<file path="config.mk">
export PLATFORM = sky130hd
export DESIGN_NAME = sprite_rom_arbiter
export DESIGN_NICKNAME = d
export VERILOG_FILES = /design/src/rtl/sprite_rom_arbiter.sv
export SDC_FILE = /design/constraint.sdc
export NUM_CORES = 1
export LEC_CHECK = 0
export CORE_MARGIN = 2
export CORE_UTILIZATION = 25
export CTS_BUF_LIST = sky130_fd_sc_hd__clkbuf_8
export CTS_CLUSTER_SIZE = 14
export DETAILED_ROUTE_END_ITERATION = 10
export PLACE_DENSITY = 0.6
export SETUP_SLACK_MARGIN = 0.2
export SYNTH_ARGS = -nofsm -noshare
export SYNTH_HDL_FRONTEND = slang
export SYNTH_SLANG_ARGS = --single-unit
</file>
<file path="constraint.sdc">
create_clock -name vga_clk -period 3.45 [get_ports vga_clk]
set_input_delay 0.69 -clock vga_clk [delete_from_list [all_inputs] [get_ports vga_clk]]
set_output_delay 0.69 -clock vga_clk [all_outputs]
set_load 0.03 [all_outputs]
</file>
<file path="src/rtl/sprite_rom_arbiter.sv">
`default_nettype none
// ============================================================================
// Module      : sprite_rom_arbiter
// Description : Shares one sprite/logo ROM between two pixel fetchers.
//               Requester 0 is the player sprite and requester 1 is the ghost
//               sprite. The block grants whole bursts using round-robin
//               arbitration and issues one ROM read per cycle. Returned words
//               go back to the owning requester, tagged with a valid strobe
//               and a last-word strobe.
// Ports       : vga_clk            pixel clock (single clock domain)
//               rst                synchronous reset, active high
//               req[1:0]           burst request (bit0 player, bit1 ghost)
//               req_addr0/1        burst start address per requester
//               req_len0/1         burst length minus one per requester
//               gnt[1:0]           one-cycle grant pulse, one-hot or zero
//               busy               high while a burst is issuing reads
//               rom_en/rom_addr    ROM read strobe and address
//               rom_data           ROM read data, ROM_LAT cycles after rom_en
//               rd_valid[1:0]      returned word valid, tagged by owner
//               rd_last            final word of a burst (qualified by rd_valid)
//               rd_data            returned word, held while rd_valid is zero
// Revision    : 1.0 - initial release
// ============================================================================
module sprite_rom_arbiter #(
    parameter int ADDR_W  = 14,
    parameter int DATA_W  = 16,
    parameter int LEN_W   = 7,
    parameter int ROM_LAT = 1
) (
    input  logic              vga_clk,
    input  logic              rst,
    input  logic [1:0]        req,
    input  logic [ADDR_W-1:0] req_addr0,
    input  logic [ADDR_W-1:0] req_addr1,
    input  logic [LEN_W-1:0]  req_len0,
    input  logic [LEN_W-1:0]  req_len1,
    output logic [1:0]        gnt,
    output logic              busy,
    output logic              rom_en,
    output logic [ADDR_W-1:0] rom_addr,
    input  logic [DATA_W-1:0] rom_data,
    output logic [1:0]        rd_valid,
    output logic              rd_last,
    output logic [DATA_W-1:0] rd_data
);

    localparam logic [0:0]        c_ST_IDLE  = 1'b0;
    localparam logic [0:0]        c_ST_BURST = 1'b1;
    localparam logic [ADDR_W-1:0] c_ADDR_ONE = {{(ADDR_W-1){1'b0}}, 1'b1};
    localparam logic [LEN_W-1:0]  c_LEN_ONE  = {{(LEN_W-1){1'b0}}, 1'b1};

    logic [0:0]        r_state;
    logic [0:0]        w_state_nxt;
    logic              r_last;      // id of the most recently granted requester
    logic              r_id;        // owner of the burst in progress
    logic              r_first;     // first cycle of the burst (grant cycle)
    logic [ADDR_W-1:0] r_addr;      // address of the read issued this cycle
    logic [LEN_W-1:0]  r_cnt;       // reads remaining after this one

    logic              w_win_id;
    logic              w_start;
    logic              w_in_burst;
    logic              w_burst_last;

    // Return pipeline, one bit per stage; stage ROM_LAT-1 lines up with rom_data.
    logic [ROM_LAT-1:0] r_pv;
    logic [ROM_LAT-1:0] r_pid;
    logic [ROM_LAT-1:0] r_plast;
    logic [DATA_W-1:0]  r_rd_hold;

    // ------------------------------------------------------------------------
    // Winner selection and FSM next state
    // ------------------------------------------------------------------------
    always_comb begin
        w_win_id     = 1'b0;
        w_in_burst   = (r_state == c_ST_BURST);
        w_start      = (r_state == c_ST_IDLE) && (req != 2'b00);
        w_burst_last = w_in_burst && (r_cnt == '0);
        w_state_nxt  = r_state;

        // On a tie the requester that did not win last time goes next.
        if (req == 2'b11) begin
            w_win_id = ~r_last;
        end else if (req[1]) begin
            w_win_id = 1'b1;
        end

        case (r_state)
            c_ST_IDLE: begin
                if (w_start) begin
                    w_state_nxt = c_ST_BURST;
                end
            end
            c_ST_BURST: begin
                if (w_burst_last) begin
                    w_state_nxt = c_ST_IDLE;
                end
            end
            default: w_state_nxt = c_ST_IDLE;
        endcase
    end

    always_ff @(posedge vga_clk) begin
        if (rst) begin
            r_state <= c_ST_IDLE;
        end else begin
            r_state <= w_state_nxt;
        end
    end

    // ------------------------------------------------------------------------
    // Burst bookkeeping
    // ------------------------------------------------------------------------
    always_ff @(posedge vga_clk) begin
        if (rst) begin
            r_last  <= 1'b1;
            r_id    <= 1'b0;
            r_first <= 1'b0;
            r_addr  <= '0;
            r_cnt   <= '0;
        end else if (w_start) begin
            r_last  <= w_win_id;
            r_id    <= w_win_id;
            r_first <= 1'b1;
            r_addr  <= w_win_id ? req_addr1 : req_addr0;
            r_cnt   <= w_win_id ? req_len1  : req_len0;
        end else if (w_in_burst) begin
            r_first <= 1'b0;
            r_addr  <= r_addr + c_ADDR_ONE;   // wraps modulo 2^ADDR_W
            r_cnt   <= r_cnt - c_LEN_ONE;
        end
    end

    assign gnt      = (w_in_burst && r_first) ? (r_id ? 2'b10 : 2'b01) : 2'b00;
    assign busy     = w_in_burst;
    assign rom_en   = w_in_burst;
    assign rom_addr = w_in_burst ? r_addr : '0;

    // ------------------------------------------------------------------------
    // Return tag pipeline
    // ------------------------------------------------------------------------
    generate
        if (ROM_LAT == 1) begin : g_lat1
            always_ff @(posedge vga_clk) begin
                if (rst) begin
                    r_pv    <= '0;
                    r_pid   <= '0;
                    r_plast <= '0;
                end else begin
                    r_pv    <= w_in_burst;
                    r_pid   <= r_id;
                    r_plast <= w_burst_last;
                end
            end
        end else begin : g_latn
            always_ff @(posedge vga_clk) begin
                if (rst) begin
                    r_pv    <= '0;
                    r_pid   <= '0;
                    r_plast <= '0;
                end else begin
                    r_pv    <= {r_pv[ROM_LAT-2:0],    w_in_burst};
                    r_pid   <= {r_pid[ROM_LAT-2:0],   r_id};
                    r_plast <= {r_plast[ROM_LAT-2:0], w_burst_last};
                end
            end
        end
    endgenerate

    // rd_data passes rom_data straight through on valid cycles and otherwise
    // shows the last word delivered.
    always_ff @(posedge vga_clk) begin
        if (rst) begin
            r_rd_hold <= '0;
        end else if (r_pv[ROM_LAT-1]) begin
            r_rd_hold <= rom_data;
        end
    end

    assign rd_valid = r_pv[ROM_LAT-1] ? (r_pid[ROM_LAT-1] ? 2'b10 : 2'b01) : 2'b00;
    assign rd_last  = r_pv[ROM_LAT-1] & r_plast[ROM_LAT-1];
    assign rd_data  = r_pv[ROM_LAT-1] ? rom_data : r_rd_hold;

endmodule
`default_nettype wire

</file>
After elaboration in Yosys (flattened, before gate mapping)
Cells that the tools add are included.

Flip-flop bits (word level): 44. Output and inout bits: 37. Word-level logic and storage cells: 41.

Add/subtract/negate cells: 2. Equality and inequality tests: 1. Multiplexer cells: 19. Bitwise operators: 3. Reduce and logical (&&, ||, !) cells: 6.

Operators by type and width (count): $mux W14 (4); $mux W7 (3); $mux W16 (1); $add A14 B1 Y14 const B (1); $mux W2 (4); $logic_not A7 Y1 (1); $sub A7 B1 Y7 const B (1); $mux W1 (6); $reduce_bool A2 Y1 (2); $logic_and A1 B1 Y1 (3); $eq A2 B2 Y1 const B (1); $not A1 Y1 (2); $pmux W1 S2 (1); $and A1 B1 Y1 (1).

Depth between registers and ports, before layout
Word-level depth: 4. Mapped depth: 6. Gate-level depth less buffers: 5.

Worst setup path before layout
Ideal clock, no wire load.

Kind: register to output. Start point: register r_state, in the netlist busy. End point: output rom_addr[9]. Arrival time: 1.504 ns. Slack: 1.256 ns. Cell stages (with the launch flop): 5. Cell sequence: dfxtp_1 buf_2 inv_1 clkbuf_1 nor2_1.

Cells in the longest elaborated chain, start to end: 1.

Ends and longest elaborated chain: start, declared (RTL line 52) `logic [0:0] r_state;`; start signal, assigned (RTL line 105) `r_state <= c_ST_IDLE;`; start signal, assigned (RTL line 107) `r_state <= w_state_nxt;`; $mux W14 (RTL line 137) `assign rom_addr = w_in_burst ? r_addr : '0;`; end, declared (RTL line 40) `output logic [ADDR_W-1:0] rom_addr,`.

Every way passes these cells.

Worst setup path in the final report
Start point: register r_state, in the netlist busy. End point: output rom_addr[2].

The elaborated chain is that of the path after synthesis.

==> summary.txt <==
Status
  – Status: completed

Setup path
  – CP Class: reg2out
  – CP Launch Type: register
  – Reg2reg start: busy
  – Worst Path Required: 2.76 ns
  – R2R cell count: 5
  – FF-to-FF End: r_cnt[6]
  – Top fanout value on the critical path: 18
  – Cell Chain, Critical Path: buf_4 -> and2_1 -> clkdlybuf4s50_1
  – Slowest cell on the critical path: clkdlybuf4s50_1
  – Worst setup EP type: output pin
  – R2r setup slk: 1.25 ns
  – Critical Path Max Stage Delay: 0.69 ns
  – Worst Path Arrival: 2.11 ns

Clock network
  – # resized after CTS: 0
  – # Post-CTS Setup Buffers: 0
  – CTS tree: done
  – Clock Sinks: 44
  – Root Buffer: clkbuf_8
  – TritonCTS Buffers: 5
  – Clock Path Buffers: 2
  – Clk_lat worst skew: 0.29 ns
  – CTS H-Tree Depth: 2
  – Reg clk slew, reported paths: 0.08 ns
  – # hold bufs at CTS: 0

Logic synthesis
  – Synth Register Bits: 44
  – Synth Area in Compound Gates: 0.167
  – Syn Area/Cell: 9.05 µm²
  – Post-synthesis mux area share: 0.151
  – Synth area leaders: dfxtp_1 36%, mux2_2 13%, nor2b_1 6.0%, and2_1 3.4%, nand2_1 2.6%
  – Post-Synth Adder-Cell Area: 0.0155
  – Sequential share of the synthesized area: 0.365
  – Post-synthesis simple-gate area fraction: 0.259
  – Post-synth EDFFs: 0
  – Synth Area in XOR/XNOR: 0
  – Ys async rst share: 0
  – Largest family of logic cells by synthesized area: simple AND/OR/NAND/NOR gates
  – Area leader, netlist: dfxtp_1
  – Yosys top cell area share: 0.365
  – Library cells used by synthesis: 57
  – Post-Syn Nets: 332
  – Synth Flop Type: dfxtp_1
  – Cells after Synth: 267
  – Synth warnings: 0
  – Mapped Area: 2420 µm²

Drt
  – DR pass1 iterations: 4
  – Drt total wl: 6.71 mm
  – Routed wire per std cell: 13.7 µm
  – Initial drt markers: 108
  – Vias/cell: 4.76
  – Via count: 2330
  – # DRC: 0
  – Final ANT Viol Nets: 0

Power
  – LEAKAGE: 1.32 nW
  – PwrDens: 377 nW/µm²
  – Sw Share: 0.319
  – Clock share of power: 0.226
  – Sw Pwr: 0.000432 W
  – Logic pwr share: 0.329
  – Flop pwr share: 0.445
  – Int Power: 0.000921 W
  – Peak supply drop: 0.164 mV

Floorplan
  – Die area: 10500 µm²
  – Chip Width: 102 µm
  – Core footprint: 9330 µm²
  – Row count: 35
  – IO Pins: 99
  – Starting density of the core: 0.259
  – DIE HEIGHT: 102 µm

Place
  – PortBufs: 98
  – Detailed placer's ending HPWL: 4.79 mm
  – DP Worst Slack: 0.776 ns
  – Cell count after placement: 482
  – Gpl congestion: 0.769

STA
  – Final setup TNS: 0 ns
  – Final setup fails: 0
  – Fin. Hold Viols: 0
  – Worst Tran Pin Value: 0.901 ns
  – Final setup skew: 0.00596 ns
  – Final period utilization: 0.813
  – RSZ-0062 raised after global routing: no
  – Final count of pins violating max slew: 0
  – Hold WS: 0.493 ns
  – Max Fclk: 357 MHz
  – Final critical-path setup slack: 0.646 ns
  – Slew headroom: 0.400
  – Tmin final: 2.80 ns

GRT
  – Vias in the first global route: 2279
  – Largest net degree at the start of global routing: 47
  – First-pass GRT wire length: 10.6 mm
  – Initial antenna violation count: 0
  – Congestion Overflow GR: 0
  – Tot GR Track Use: 0.128

Cells and area
  – N_diodes: 0
  – Layout cells sized above 1: 0.150
  – Commonest non-fill, non-tap cells in the layout: 97 x clkdlybuf4s50_1, 44 x dfxtp_1, 27 x mux2_2, 23 x nor2b_1, 17 x nand2_1
  – Layout Area Growth over Synthesis: 48.7%
  – Commonest non-fill, non-tap cell in the layout: clkdlybuf4s50_1
  – Filler Cells Inserted: 981
  – Nets: 425
  – Post-route insts no fill: 489

Min path
  – Hold WC Path Type: reg2reg
  – Hold Startpoint: r_first
  – Hold path endpoint: r_first
  – Hold depth: 1

Run
  – Max cap viols: 0
==> critical path: cells and delay by family, from the launching register on <==
family | cells | cell delay (ns)
DFF | 1 | 0.64
and+or+nand+nor | 1 | 0.18
buffers and inverters | 2 | 1.00
==> kinds of logic (layout without fill, tap and decap cells) <==
| kind of cell | Yosys count | count (layout) |
|---|---|---|
| AOI/OAI and AO/OA | 56 | 56 |
| adders and majority gates | 3 | 3 |
| buffers and inverters | 23 | 116 |
| DFF | 44 | 44 |
| muxes | 33 | 33 |
| and+or+nand+nor | 108 | 108 |
==> stage by stage <==
| stage | cell area, µm² | util | total power (W) |
|---|---|---|---|
| after floorplan | 2420 | - | 0.000874 |
| after global placement | 3510 | 0.377 | 0.00105 |
| after detailed placement | 3510 | 0.377 | 0.00106 |
| after CTS | 3590 | 0.385 | 0.00138 |
| after global routing | 3590 | 0.385 | 0.00143 |
| final | 3590 | 0.385 | 0.00135 |
==> cell type report <==
class                      count  area, µm²  area share
sequential                    44        881       0.245
tap                          129        161      0.0449
inverter                       5       18.8     0.00522
multi-input combinational    200       1430       0.399
timing repair buffer         104       1020       0.284
clock inverter                 2       8.76     0.00244
clock buffer                   5       68.8      0.0192
==> metal layers <==
layer	routed length, µm	vias up	GRT usage	share of wire
met1	3080	1079	0.154	0.46
met4	48	0	0.0328	0.0072
met5	0	-	0	0
met3	485	4	0.0383	0.072
met2	3090	96	0.223	0.46
li1	-	1151	-	-
==> registers in the layout (all words and copies together) (netlist names) <==
register	flops
r_first	1
r_cnt	7
r_plast	1
r_pv	1
r_rd_hold	16
r_id	1
r_last	1
busy	1
r_addr	14
r_pid	1
==> synth_stat cells (2+ instances only) <==
| library cell | number |
|---|---|
| a211oi_1 | 4 |
| a21oi_1 | 10 |
| a31oi_1 | 8 |
| a32o_1 | 2 |
| and2_1 | 13 |
| and3_1 | 2 |
| buf_2 | 4 |
| buf_4 | 3 |
| clkbuf_1 | 10 |
| dfxtp_1 | 44 |
| ha_1 | 3 |
| inv_1 | 5 |
| mux2_2 | 27 |
| mux2i_1 | 6 |
| nand2_1 | 17 |
| nand2b_1 | 3 |
| nand3_1 | 11 |
| nand3b_1 | 3 |
| nand4_2 | 2 |
| nor2_1 | 13 |
| nor2b_1 | 23 |
| nor3_1 | 6 |
| nor4b_1 | 2 |
| o211ai_1 | 2 |
| o21ai_0 | 6 |
| o21ba_2 | 2 |
| o22a_1 | 2 |
| o311ai_0 | 3 |
| or4_1 | 3 |
==> power by group through the flow <==
stage	combinational (W)	sequential [W]	clock, W
floorplan	0.000273	0.000601	0
global placement	0.000443	0.000611	0
detailed placement	0.000448	0.000614	0
CTS	0.000450	0.000602	0.000327
global route	0.000483	0.000610	0.000340
finish	0.000445	0.000602	0.000306
==> worst max path at each step <==
stage / start / endpoint / slack, ns / cells after the start
after detailed placement: rom_data[6] / rd_data[6] / 0.78 / 3
after CTS: busy / rom_addr[2] / 0.58 / 3
after floorplan: busy / rom_addr[9] / 1.26 / 4
after global routing: busy / rom_addr[2] / 0.51 / 3
final: busy / rom_addr[2] / 0.65 / 3
after global placement: rom_data[6] / rd_data[6] / 0.78 / 3
Note: power is estimated with default switching activity, not from simulation.
